--- src/rtl/kbd_tx_pkg.sv ---
// ============================================================================
// Module      : kbd_tx_pkg
// Description : Shared register map, STATUS bit indices and FSM encoding for
//               the PS/2 host-to-device transmitter.
// Revision    : 1.0 - initial release
// ============================================================================
`default_nettype none

package kbd_tx_pkg;

    localparam int c_data_w       = 32;
    localparam int c_addr_sel_bit = 2;

    // Register offsets as seen on addr[c_addr_sel_bit]
    localparam logic c_reg_data   = 1'b0;
    localparam logic c_reg_status = 1'b1;

    localparam int c_st_busy    = 0;
    localparam int c_st_ack_ok  = 1;
    localparam int c_st_nack    = 2;
    localparam int c_st_timeout = 3;
    localparam int c_st_drop    = 4;

    typedef enum logic [2:0] {
        S_IDLE      = 3'd0,
        S_INHIBIT   = 3'd1,
        S_REQ       = 3'd2,
        S_SEND      = 3'd3,
        S_ACK       = 3'd4,
        S_WAIT_IDLE = 3'd5
    } tx_state_t;

    function automatic logic odd_parity(input logic [7:0] b);
        return ~^b;
    endfunction

endpackage

`default_nettype wire

--- src/rtl/kbd_tx_ps2_host_tx.sv ---
// ============================================================================
// Module      : ps2_host_tx
// Description : PS/2 host-to-device frame engine: pin synchronizers, frame
//               FSM, inhibit/timeout counter and open-drain pull controls.
// Revision    : 1.0 - initial release
// ============================================================================
`default_nettype none

module ps2_host_tx
    import kbd_tx_pkg::*;
#(
    parameter int INHIBIT_CYCLES = 6000,
    parameter int TIMEOUT_CYCLES = 750000
) (
    input  logic       clk,
    input  logic       rst,
    input  logic       start,
    input  logic [7:0] tx_data,
    output logic [7:0] tx_byte,
    output logic       busy,
    output logic       done,
    output logic       ack,
    output logic       timeout,
    input  logic       ps2_clk_in,
    input  logic       ps2_dat_in,
    output logic       ps2_clk_pull,
    output logic       ps2_dat_pull
);

    localparam int c_cnt_max = (INHIBIT_CYCLES > TIMEOUT_CYCLES) ? INHIBIT_CYCLES : TIMEOUT_CYCLES;
    localparam int c_cnt_w   = $clog2(c_cnt_max + 1);
    localparam logic [c_cnt_w-1:0] c_inh_last = c_cnt_w'(INHIBIT_CYCLES - 1);
    localparam logic [c_cnt_w-1:0] c_to_last  = c_cnt_w'(TIMEOUT_CYCLES - 1);

    tx_state_t          r_state, w_state_nxt;
    logic [c_cnt_w-1:0] r_cnt, w_cnt_nxt;
    logic [3:0]         r_bit_cnt, w_bit_nxt;
    logic [2:0]         r_clk_sync;
    logic [1:0]         r_dat_sync;
    logic [7:0]         r_byte;
    logic               r_parity;
    logic               r_clk_pull, w_clk_pull_nxt;
    logic               r_dat_pull, w_dat_pull_nxt;
    logic               w_fall, w_counting, w_done, w_ack, w_timeout, w_load;

    // [1] is the synced level, [2] its previous value
    assign w_fall = r_clk_sync[2] & ~r_clk_sync[1];
    assign w_load = (r_state == S_IDLE) && start;

    always_ff @(posedge clk or posedge rst) begin
        if (rst) begin
            r_state    <= S_IDLE;
            r_cnt      <= '0;
            r_bit_cnt  <= '0;
            r_clk_sync <= 3'b111;
            r_dat_sync <= 2'b11;
            r_byte     <= '0;
            r_parity   <= 1'b0;
            r_clk_pull <= 1'b0;
            r_dat_pull <= 1'b0;
        end else begin
            r_state    <= w_state_nxt;
            r_cnt      <= w_cnt_nxt;
            r_bit_cnt  <= w_bit_nxt;
            r_clk_sync <= {r_clk_sync[1:0], ps2_clk_in};
            r_dat_sync <= {r_dat_sync[0], ps2_dat_in};
            r_clk_pull <= w_clk_pull_nxt;
            r_dat_pull <= w_dat_pull_nxt;
            if (w_load) begin
                r_byte   <= tx_data;
                r_parity <= odd_parity(tx_data);
            end
        end
    end

    always_comb begin
        w_state_nxt    = r_state;
        w_cnt_nxt      = r_cnt;
        w_bit_nxt      = r_bit_cnt;
        w_clk_pull_nxt = r_clk_pull;
        w_dat_pull_nxt = r_dat_pull;
        w_done         = 1'b0;
        w_ack          = 1'b0;
        w_timeout      = 1'b0;
        w_counting     = 1'b0;
        case (r_state)
            S_IDLE: begin
                w_clk_pull_nxt = 1'b0;
                w_dat_pull_nxt = 1'b0;
                if (start) begin
                    w_state_nxt    = S_INHIBIT;
                    w_cnt_nxt      = '0;
                    w_clk_pull_nxt = 1'b1;
                end
            end
            S_INHIBIT: begin
                if (r_cnt == c_inh_last) begin
                    w_state_nxt    = S_REQ;
                    w_cnt_nxt      = '0;
                    w_bit_nxt      = '0;
                    w_clk_pull_nxt = 1'b0;
                    w_dat_pull_nxt = 1'b1;
                end else begin
                    w_cnt_nxt = r_cnt + 1'b1;
                end
            end
            S_REQ: begin
                w_counting  = 1'b1;
                w_state_nxt = S_SEND;
            end
            S_SEND: begin
                w_counting = 1'b1;
                if (w_fall) begin
                    w_bit_nxt = r_bit_cnt + 1'b1;
                    if (r_bit_cnt < 4'd8) begin
                        w_dat_pull_nxt = ~r_byte[r_bit_cnt[2:0]];
                    end else if (r_bit_cnt == 4'd8) begin
                        w_dat_pull_nxt = ~r_parity;
                    end else begin
                        w_dat_pull_nxt = 1'b0;
                        w_state_nxt    = S_ACK;
                    end
                end
            end
            S_ACK: begin
                w_counting = 1'b1;
                if (w_fall) begin
                    w_done      = 1'b1;
                    w_ack       = ~r_dat_sync[1];
                    w_state_nxt = S_WAIT_IDLE;
                end
            end
            S_WAIT_IDLE: begin
                w_counting = 1'b1;
                if (r_clk_sync[1] && r_dat_sync[1]) begin
                    w_state_nxt = S_IDLE;
                end
            end
            default: begin
                w_state_nxt    = S_IDLE;
                w_clk_pull_nxt = 1'b0;
                w_dat_pull_nxt = 1'b0;
            end
        endcase

        // Device-clock watchdog overrides whatever the state wanted to do
        if (w_counting) begin
            if (w_fall) begin
                w_cnt_nxt = '0;
            end else if (r_cnt == c_to_last) begin
                w_timeout      = 1'b1;
                w_state_nxt    = S_IDLE;
                w_cnt_nxt      = '0;
                w_clk_pull_nxt = 1'b0;
                w_dat_pull_nxt = 1'b0;
            end else begin
                w_cnt_nxt = r_cnt + 1'b1;
            end
        end
    end

    assign tx_byte      = r_byte;
    assign busy         = (r_state != S_IDLE);
    assign done         = w_done;
    assign ack          = w_ack;
    assign timeout      = w_timeout;
    assign ps2_clk_pull = r_clk_pull;
    assign ps2_dat_pull = r_dat_pull;

endmodule

`default_nettype wire

--- src/rtl/kbd_tx.sv ---
// ============================================================================
// Module      : kbd_tx
// Description : Memory-mapped PS/2 command transmitter: bus decode, sticky
//               status flags and registered read data around ps2_host_tx.
// Revision    : 1.0 - initial release
// ============================================================================
`default_nettype none

module kbd_tx
    import kbd_tx_pkg::*;
#(
    parameter int INHIBIT_CYCLES = 6000,
    parameter int TIMEOUT_CYCLES = 750000
) (
    input  logic                clk,
    input  logic                rst,
    input  logic                ena,
    input  logic                rw,
    input  logic [c_data_w-1:0] addr,
    output logic [c_data_w-1:0] rdata,
    input  logic [c_data_w-1:0] wdata,
    input  logic                ps2_clk_in,
    input  logic                ps2_dat_in,
    output logic                ps2_clk_pull,
    output logic                ps2_dat_pull,
    output logic                tx_busy
);

    logic [c_data_w-1:0] r_rdata;
    logic                r_ack_ok, r_nack, r_timeout, r_drop;
    logic [c_data_w-1:0] w_status;
    logic [7:0]          w_byte;
    logic                w_busy, w_done, w_ack, w_to;
    logic                w_sel_status, w_wr_data, w_start, w_rd;
    logic                w_unused_bits;

    assign w_sel_status  = (addr[c_addr_sel_bit] == c_reg_status);
    assign w_wr_data     = ena && rw && !w_sel_status;
    assign w_start       = w_wr_data && !w_busy;
    assign w_rd          = ena && !rw;
    assign w_unused_bits = ^{addr[c_data_w-1:c_addr_sel_bit+1], addr[c_addr_sel_bit-1:0],
                             wdata[c_data_w-1:8]};

    always_comb begin
        w_status               = '0;
        w_status[c_st_busy]    = w_busy;
        w_status[c_st_ack_ok]  = r_ack_ok;
        w_status[c_st_nack]    = r_nack;
        w_status[c_st_timeout] = r_timeout;
        w_status[c_st_drop]    = r_drop;
    end

    ps2_host_tx #(
        .INHIBIT_CYCLES (INHIBIT_CYCLES),
        .TIMEOUT_CYCLES (TIMEOUT_CYCLES)
    ) u_host (
        .clk          (clk),
        .rst          (rst),
        .start        (w_start),
        .tx_data      (wdata[7:0]),
        .tx_byte      (w_byte),
        .busy         (w_busy),
        .done         (w_done),
        .ack          (w_ack),
        .timeout      (w_to),
        .ps2_clk_in   (ps2_clk_in),
        .ps2_dat_in   (ps2_dat_in),
        .ps2_clk_pull (ps2_clk_pull),
        .ps2_dat_pull (ps2_dat_pull)
    );

    always_ff @(posedge clk or posedge rst) begin
        if (rst) begin
            r_rdata   <= '0;
            r_ack_ok  <= 1'b0;
            r_nack    <= 1'b0;
            r_timeout <= 1'b0;
            r_drop    <= 1'b0;
        end else begin
            if (w_start) begin
                r_ack_ok  <= 1'b0;
                r_nack    <= 1'b0;
                r_timeout <= 1'b0;
            end
            if (w_done) begin
                r_ack_ok <= w_ack;
                r_nack   <= ~w_ack;
            end
            if (w_to) begin
                r_timeout <= 1'b1;
            end
            // A drop landing on the same cycle as a STATUS read stays visible
            if (w_rd && w_sel_status) begin
                r_drop <= 1'b0;
            end
            if (w_wr_data && w_busy) begin
                r_drop <= 1'b1;
            end
            if (w_rd) begin
                r_rdata <= w_sel_status ? w_status : {{(c_data_w-8){1'b0}}, w_byte};
            end
        end
    end

    assign rdata   = r_rdata;
    assign tx_busy = w_busy;

endmodule

`default_nettype wire

--- config.mk ---
export PLATFORM = sky130hd
export DESIGN_NAME = kbd_tx
export DESIGN_NICKNAME = d
export VERILOG_FILES = /design/src/rtl/kbd_tx_pkg.sv /design/src/rtl/kbd_tx_ps2_host_tx.sv /design/src/rtl/kbd_tx.sv
export SDC_FILE = /design/constraint.sdc
export NUM_CORES = 1
export LEC_CHECK = 0
export CAP_MARGIN = 40
export CORE_ASPECT_RATIO = 0.6
export CORE_UTILIZATION = 40
export DETAILED_ROUTE_END_ITERATION = 10
export GPL_TIMING_DRIVEN = 0
export PLACE_DENSITY = 0.74
export SLEW_MARGIN = 10
export SYNTH_ARGS = -nofsm -noshare
export SYNTH_HDL_FRONTEND = slang
export SYNTH_SLANG_ARGS = --single-unit
export TNS_END_PERCENT = 100
--- constraint.sdc ---
create_clock -name clk -period 6.2 [get_ports clk]
set_input_delay 0.93 -clock clk [delete_from_list [all_inputs] [get_ports clk]]
set_output_delay 0.93 -clock clk [all_outputs]
set_load 0.1 [all_outputs]
======== After elaboration in Yosys (flattened, before gate mapping) ========
Cells that the tools add are included.
storage, ports and cells
  register bits ........................... 79
  input bits .............................. 70
  logic and storage cells ................. 109
  output and inout port bits .............. 35
operators by class
  bitwise logic cells ..................... 6
  reduce and logical (&&, ||, !) cells .... 23
  muxes and demuxes ....................... 51
  equality and inequality tests ........... 11
  $add $sub $neg .......................... 2
  $lt $le $gt $ge ......................... 2
operator list
  kind                                                   count
  2-to-1 mux 20 bit                                      5
  one-hot mux 20 bit (2 select lines)                    1
  2-to-1 mux 3 bit                                       10
  2-to-1 mux 1 bit                                       27
  adder 20 x 1 -> 20 bit, second input constant          1
  equality test 20 x 13 -> 1 bit, second input constant  1
  equality test 20 bit, second input constant            1
  one-hot mux 3 bit (6 select lines)                     1
  logical AND 1 bit                                      8
  2-to-1 mux 4 bit                                       2
  2-to-1 mux 8 bit                                       1
  one-hot mux 4 bit (2 select lines)                     1
  nonzero test 2 bit                                     4
  XNOR reduction 8 bit                                   1
  equality test 3 x 2 -> 1 bit, second input constant    2
  equality test 3 bit, second input constant             2
  one-hot mux 1 bit (3 select lines)                     2
  nonzero test 3 bit                                     2
  NOT 1 bit                                              5
  adder 4 x 1 -> 4 bit, second input constant            1
  equality test 4 bit, second input constant             1
  < comparator 3 x 4 -> 1 bit, second input constant     1
  < comparator 4 bit, second input constant              1
  != test 2 x 1 -> 1 bit, second input constant          2
  10 further kinds                                       12

======== Depth between registers and ports, before layout ========
Gate-level depths: netlist of run 1.
  depth in word-level cells ............... 9
  gate-level depth with buffers ........... 8
  mapped depth without buffers ............ 6

======== Modules after synthesis ========
From an unflattened synthesis of run 1, not the netlist that was laid out.
unflattened totals
  cells, all modules ...................... 313
  area, all modules ....................... 3240.6 µm²
modules (own cells, without submodules)
  module       cells an instance  sequential area each (µm²)  instances  area each (µm²)
  ps2_host_tx  244                1082.3                      1          2446.1
  kbd_tx       69                 300.3                       1          794.5

======== Worst setup path after synthesis of run 1 ========
Ideal clock, no wire load.
  kind .................................... reg-to-output
  from .................................... reg u_host.r_state[2]
  to ...................................... out tx_busy
  buffers on the path ..................... 1
  required time ........................... 5270 ps
  arrival ................................. 1459 ps
  cell stages (with the launch flop) ...... 4
  path slack .............................. 3811 ps
  cells stage by stage .................... dfrtp_1 -> buf_2 -> nor3_1 -> inv_1
on the way
  longest elaborated chain between the ends .. 1
ends and longest elaborated chain
  element                 line                       text
  from (decl)             kbd_tx_ps2_host_tx.sv:35   tx_state_t r_state, w_state_nxt;
  from (signal assigned)  kbd_tx_ps2_host_tx.sv:62   r_state <= w_state_nxt;
  nonzero test 3 bit      kbd_tx_ps2_host_tx.sv:163  assign busy = (r_state != S_IDLE);
  to (decl)               kbd_tx.sv:26               output logic tx_busy
No other way between the ends.

======== Worst setup path in the final report of run 1 ========
  from .................................... reg u_host.r_state[0]
  to ...................................... out tx_busy
The elaborated chain is that of the path after synthesis.

==> impl_metrics.yaml, run 1 <==
layout:
  drive_gt1_frac: 0.1730
  instances_no_fill: 526
  layout.nets: 493
  area_growth_pct: 24.94
  num_antenna_cells: 0
  nFillCells: 665
  utilization: 0.5318
power:
  p_int_uw: 553.7
  seqPwrFrac: 0.465
  cellLeakagePower_uw: 0.001764
  pwr-share-comb: 0.187
  clkPwrFrac: 0.349
  netSwitchingPower_uw: 238.2
  p_sw_frac: 0.3008
  ir_drop_uv: 108.4
  fin_total_pwr_uw: 791.9
  cellPowerDensity_nw_per_um2: 198.3
synth:
  synth-seq-cells: 55
  yosysWarnings: 0
  yosys_most_used_dff: "dfrtp_1"
  synth_edf_count: 0
  synthCells: 354
  yosys-top-cells-count: "60 x nand2_1, 50 x dfrtp_1, 26 x buf_4, 20 x nand3_1, 20 x o21ai_0"
  synth_top_area_cell: "dfrtp_1"
  synth_area_leaders: "dfrtp_1 39%, nand2_1 7.0%, buf_4 6.1%"
  synth_area_per_cell_um2: 9.027
  seq_area_frac_synth: 0.4327
  ys_async_sr_fraction: 1.000
  synth_cell_types: 56
  netlist_area_um2: 3196
  yosysMostFrequentCell: "nand2_1"
  synth_top_cell_area_share: 0.3915
clocking:
  clk_pin_slew_worst_paths_ps: 70
  cts_root_buffer: "clkbuf_16"
  cts_inserted_buffers: 5
  postCtsHoldBufs: 0
  cts.path.max_buffers: 2
  cts_setup_buffers: 0
  htree_num_levels: 2
  ctsResizeCount: 0
  clock_sinks: 55
  clock_latency_ps: 290
  cts_tree: "built"
global_routing:
  grt-ovfl-total: 0
  grt_use_total: 0.1961
  antenna_found_initial: 0
  grt_pass1_wl_mm: 12.94
  grt_pass1_vias: 2529
  grt_max_degree: 40
  gr-usage-met2: 0.2814
  use_met1: 0.3031
  busiest_layer: "met1"
  grt_util_met3: 0.04299
timing:
  fin_tns_setup_ps: 0
  fmax_mhz: 310.0
  final_max_slew_viol_count: 0
  tightest_slew_ps: 779.9
  clock-skew-final_ps: 6.124
  setup_viol: 0
  setup_slack_ps: 2974
  slew_headroom: 0.4761
  fin_crit_sh: 0.5203
  rsz0062_at_grt: "no"
  period_needed_ps: 3226
  hold_violations: 0
job:
  maxCapViolCount: 0
worst_setup_path:
  path_max_fanout: 9
  cp-start-kind: "register"
  critical_path_arrival_ps: 2300
  crit_required_ps: 5270
  critPathCaptureType: "output pin"
  critPathKind: "register to output pin"
routing:
  drt_wl_total_mm: 7.880
  wl_per_cell_um: 14.98
  antenna_left: 0
  drt-initial-drc-count: 269
  routed_via_density: 5.394
  route.detailed.drc: 0
  vias: 2837
  dr.pass1.iters: 5
floorplan:
  fp.coreArea_um2: 7507
  die_y_um: 71.24
  start_util: 0.4257
  num_io_pins: 105
  die_width_um: 117.4
  std_cell_rows: 24
  dieArea_um2: 8362
status:
  status: "complete, no violations"
placed_design:
  portBuffers: 25
  placed_cells: 518
  pre_cts_ws_ps: 3323
  gp_congestion: 0.9149
  place_hpwl_mm: 6.034
min_path:
  hold_class: "register to register"
==> sequential cells by signal, summed over array words and instances (netlist names) <==
name and cells:
u_host.r_state 3, u_host.ps2_clk_pull 1, u_host.tx_byte 8, u_host.ps2_dat_pull 1, r_timeout 1, r_nack 1, u_host.r_dat_sync 2, r_drop 1
u_host.r_parity 1, u_host.r_bit_cnt 4, r_ack_ok 1, u_host.r_cnt 20, u_host.r_clk_sync 3, rdata 8
==> logic make-up (layout without fill, tap and decap cells) <==
| group | count (synthesis) | count (layout) | share of synthesized area |
|---|---|---|---|
| AO/OA/AOI/OAI | 62 | 62 | 0.1245 |
| buffers and inverters | 54 | 99 | 0.1041 |
| flip-flops | 55 | 55 | 0.4327 |
| XOR/XNOR | 10 | 10 | 0.02741 |
| AND/OR/NAND/NOR | 159 | 159 | 0.2592 |
| other | 1 | 24 | 0.001174 |
| multiplexers | 11 | 11 | 0.04307 |
| adder cells (fa/ha/maj) | 2 | 2 | 0.007830 |
==> power by group through the flow <==
stage / registers [µW] / logic, µW / clock network (µW)
after floorplan: 393 / 95.9 / 0
after global placement: 374 / 136 / 0
after detailed placement: 375 / 148 / 0
after CTS: 368 / 148 / 281
after global routing: 368 / 155 / 300
final: 368 / 148 / 276
==> worst paths after layout <==
path	slack, ps	to	from	cells past startpoint
worst max-delay path	2970	tx_busy	u_host.r_state[0]	5
worst min-delay path	360	u_host.r_clk_sync[1]	u_host.r_clk_sync[0]	0
worst max register to register	3840	u_host.ps2_clk_pull	u_host.r_cnt[0]	7
worst min register to register	360	u_host.r_clk_sync[1]	u_host.r_clk_sync[0]	0
max in group asynchronous	4660	u_host.r_clk_sync[1]	rst	3
min in group asynchronous	930	u_host.r_cnt[13]	rst	2
==> cell usage in the layout, fill, tap and decap left out, drive strengths merged, types with 3 or more instances in the layout <==
master and count:
nand2 61, dfrtp 50, buf 48, clkdlybuf4s50 25, conb 24, o21ai 23
nand3 20, nor2 16, nand4 13, a31oi 13, clkbuf 13, nand2b 10
inv 10, xnor2 7, mux2i 7, nor3 6, a22o 5, dfstp 5
nand3b 4, and3 4, and2 4, o22ai 4, o211ai 4, nor4b 4
xor2 3, or3 3, a21oi 3
==> metal layers <==
| metal | share of wire | vias up |
|---|---|---|
| met5 | 0 | - |
| met4 | 0.0058 | 0 |
| met3 | 0.083 | 4 |
| met2 | 0.41 | 138 |
| met1 | 0.50 | 1352 |
| li1 | - | 1343 |
==> cell type report <==
class | count | area (µm²) | area share
multi-input cells | 268 | 1567 | 0.3924
flip-flops and latches | 55 | 1383 | 0.3463
repair buffers | 37 | 435.4 | 0.1091
plain buffers | 44 | 295.3 | 0.07396
well taps | 104 | 130.1 | 0.03259
clock buffers | 5 | 125.1 | 0.03134
inverters | 10 | 37.54 | 0.009401
clock inverters | 3 | 20.02 | 0.005014
==> critical path, stage by stage (launching register included) <==
cell and delay, ps:
dfrtp_1 360, buf_2 170, nor3_1 650, inv_1 130
clkdlybuf4s50_1 500, buf_8 190
==> through the flow <==
step / hold WS [ps] / cell area (µm²)
after CTS: 357.1 / 3993
after floorplan: 345.2 / 3282
after detailed placement: 347.2 / 3847
final: 355.7 / 3993
after global routing: 362.0 / 3993
after global placement: 345.4 / 3662
Note: power is estimated with default switching activity, not from simulation.
==> inputs of run 2 (changes only) <==
- PLACE_DENSITY: 0.74 -> 0.77
- clock period: 6.2 -> 2.9 ns (I/O delays scaled with it)
==> run 2 against run 1 <==
  * Via count up 0.63%
  * Critical endpoint unchanged
  * Die area unchanged
  * Hold slack better by 1.3 ps
  * Largest cell class unchanged
==> impl_metrics.yaml, run 2 (synthesized netlist as in run 1, its figures left out) <==
status:
  status: "complete, no violations"
global_routing:
  antenna_found_initial: 0
  grt_max_degree: 37
  grt_pass1_wl_mm: 13.18
  grt_pass1_vias: 2630
  grt_use_total: 0.1983
  grt-ovfl-total: 0
routing:
  vias: 2855
  dr.pass1.iters: 5
  antenna_left: 0
  drt_wl_total_mm: 7.967
  drt-initial-drc-count: 271
  routed_via_density: 5.428
  wl_per_cell_um: 15.15
  route.detailed.drc: 0
timing:
  period_needed_ps: 2681
  fin_tns_setup_ps: 0
  setup_slack_ps: 219.4
  fin_crit_sh: 0.9243
  clock-skew-final_ps: 4.057
  rsz0062_at_grt: "no"
  fmax_mhz: 373.1
  hold_violations: 0
  slew_headroom: 0.5313
  setup_viol: 0
  final_max_slew_viol_count: 0
  tightest_slew_ps: 697.8
worst_setup_path:
  path_max_fanout: 10
  path_cells: "buf_2 > nor3_1 > inv_1 > clkdlybuf4s50_1 > buf_8"
  critPathCaptureType: "output pin"
  crit_required_ps: 2470
  critical_path_arrival_ps: 2250
  crit_path_max_incr_delay_ps: 550
  slowest_stage: "nor3_1"
  critPathKind: "register to output pin"
  cp-start-kind: "register"
layout:
  layout_common_cells: "60 x nand2_1, 50 x dfrtp_1, 26 x buf_4"
  layout_commonest_cell: "nand2_1"
  fin_area_um2: 3996
  area_growth_pct: 25.06
  regArea_um2: 1383
  multi_input_area_um2: 1567
  drive_gt1_frac: 0.1730
  largest_reg_flops: 20
  nFillCells: 682
  num_antenna_cells: 0
  regMostFlops: "u_host.r_cnt"
  instances_no_fill: 526
  utilization: 0.5323
  layout.nets: 493
min_path:
  hold_class: "register to register"
placed_design:
  portBuffers: 25
  placed_cell_area_um2: 3847
  placed_cells: 518
  gp_congestion: 0.9425
  place_hpwl_mm: 6.039
  pre_cts_ws_ps: 541.3
power:
  cellPowerDensity_nw_per_um2: 429.1
  ir_drop_uv: 195.1
  cellLeakagePower_uw: 0.001765
clocking:
  postCtsHoldBufs: 0
  cts.path.max_buffers: 2
  clock_sinks: 55
  clk_pin_slew_worst_paths_ps: 70
  htree_num_levels: 2
  cts_tree: "built"
  clock_latency_ps: 290
  ctsResizeCount: 0
  cts_root_buffer: "clkbuf_16"
  cts_setup_buffers: 0
  cts_inserted_buffers: 5
floorplan:
  num_io_pins: 105
  dieArea_um2: 8362
  std_cell_rows: 24
  start_util: 0.4257
  die_y_um: 71.24
  die_width_um: 117.4
  fp.coreArea_um2: 7507
job:
  maxCapViolCount: 0
-- run 2: cell count changes in the layout (fill, tap and decap cells not counted), sizes merged --
cell	change
clkinv	-1
inv	+1
-- run 2: through the flow --
step / total power, µW / hold WS [ps]
after global placement: 1093 / 345.5
after global routing: 1778 / 364.7
after CTS: 1724 / 358.0
final: 1715 / 357.0
after detailed placement: 1119 / 347.5
after floorplan: 1046 / 345.2
-- run 2: metal layers --
layer	routed length, µm	global-route usage
met1	3905	0.3077
met2	3239	0.2807
met3	752	0.04140
met5	0	0
met4	69	0.04618
-- run 2: critical path, delay by kind of cell, from the launching register on --
family | cells | cell delay [ps]
simple gates | 1 | 550
flops | 1 | 400
buf+inv | 4 | 1010
-- run 2: path summary, 6_finish.rpt --
kind | cells past startpoint | endpoint | startpoint | slack (ps)
setup / recovery | 5 | tx_busy | u_host.r_state[2] | 220
hold / removal | 0 | u_host.r_dat_sync[1] | u_host.r_dat_sync[0] | 360
setup reg to reg | 7 | u_host.ps2_clk_pull | u_host.r_cnt[0] | 610
hold reg to reg | 0 | u_host.r_dat_sync[1] | u_host.r_dat_sync[0] | 360
max in group asynchronous | 3 | u_host.r_clk_sync[1] | rst | 1790
min in group asynchronous | 2 | u_host.r_cnt[11] | rst | 480
-- run 2: report_power, final --
part | internal, µW | switching, µW
Sequential | 780 | 6.87
Combinational | 84.9 | 232
Clock | 324 | 288
Total | 1190 | 526
-- run 2: layout make-up --
cell class	count	share of cell area
plain buffers	44	0.07389
clock buffers	5	0.03131
clock inverters	3	0.005949
inverters	10	0.009393
multi-input cells	268	0.3920
flip-flops and latches	55	0.3460
well taps	104	0.03256
repair buffers	37	0.1090
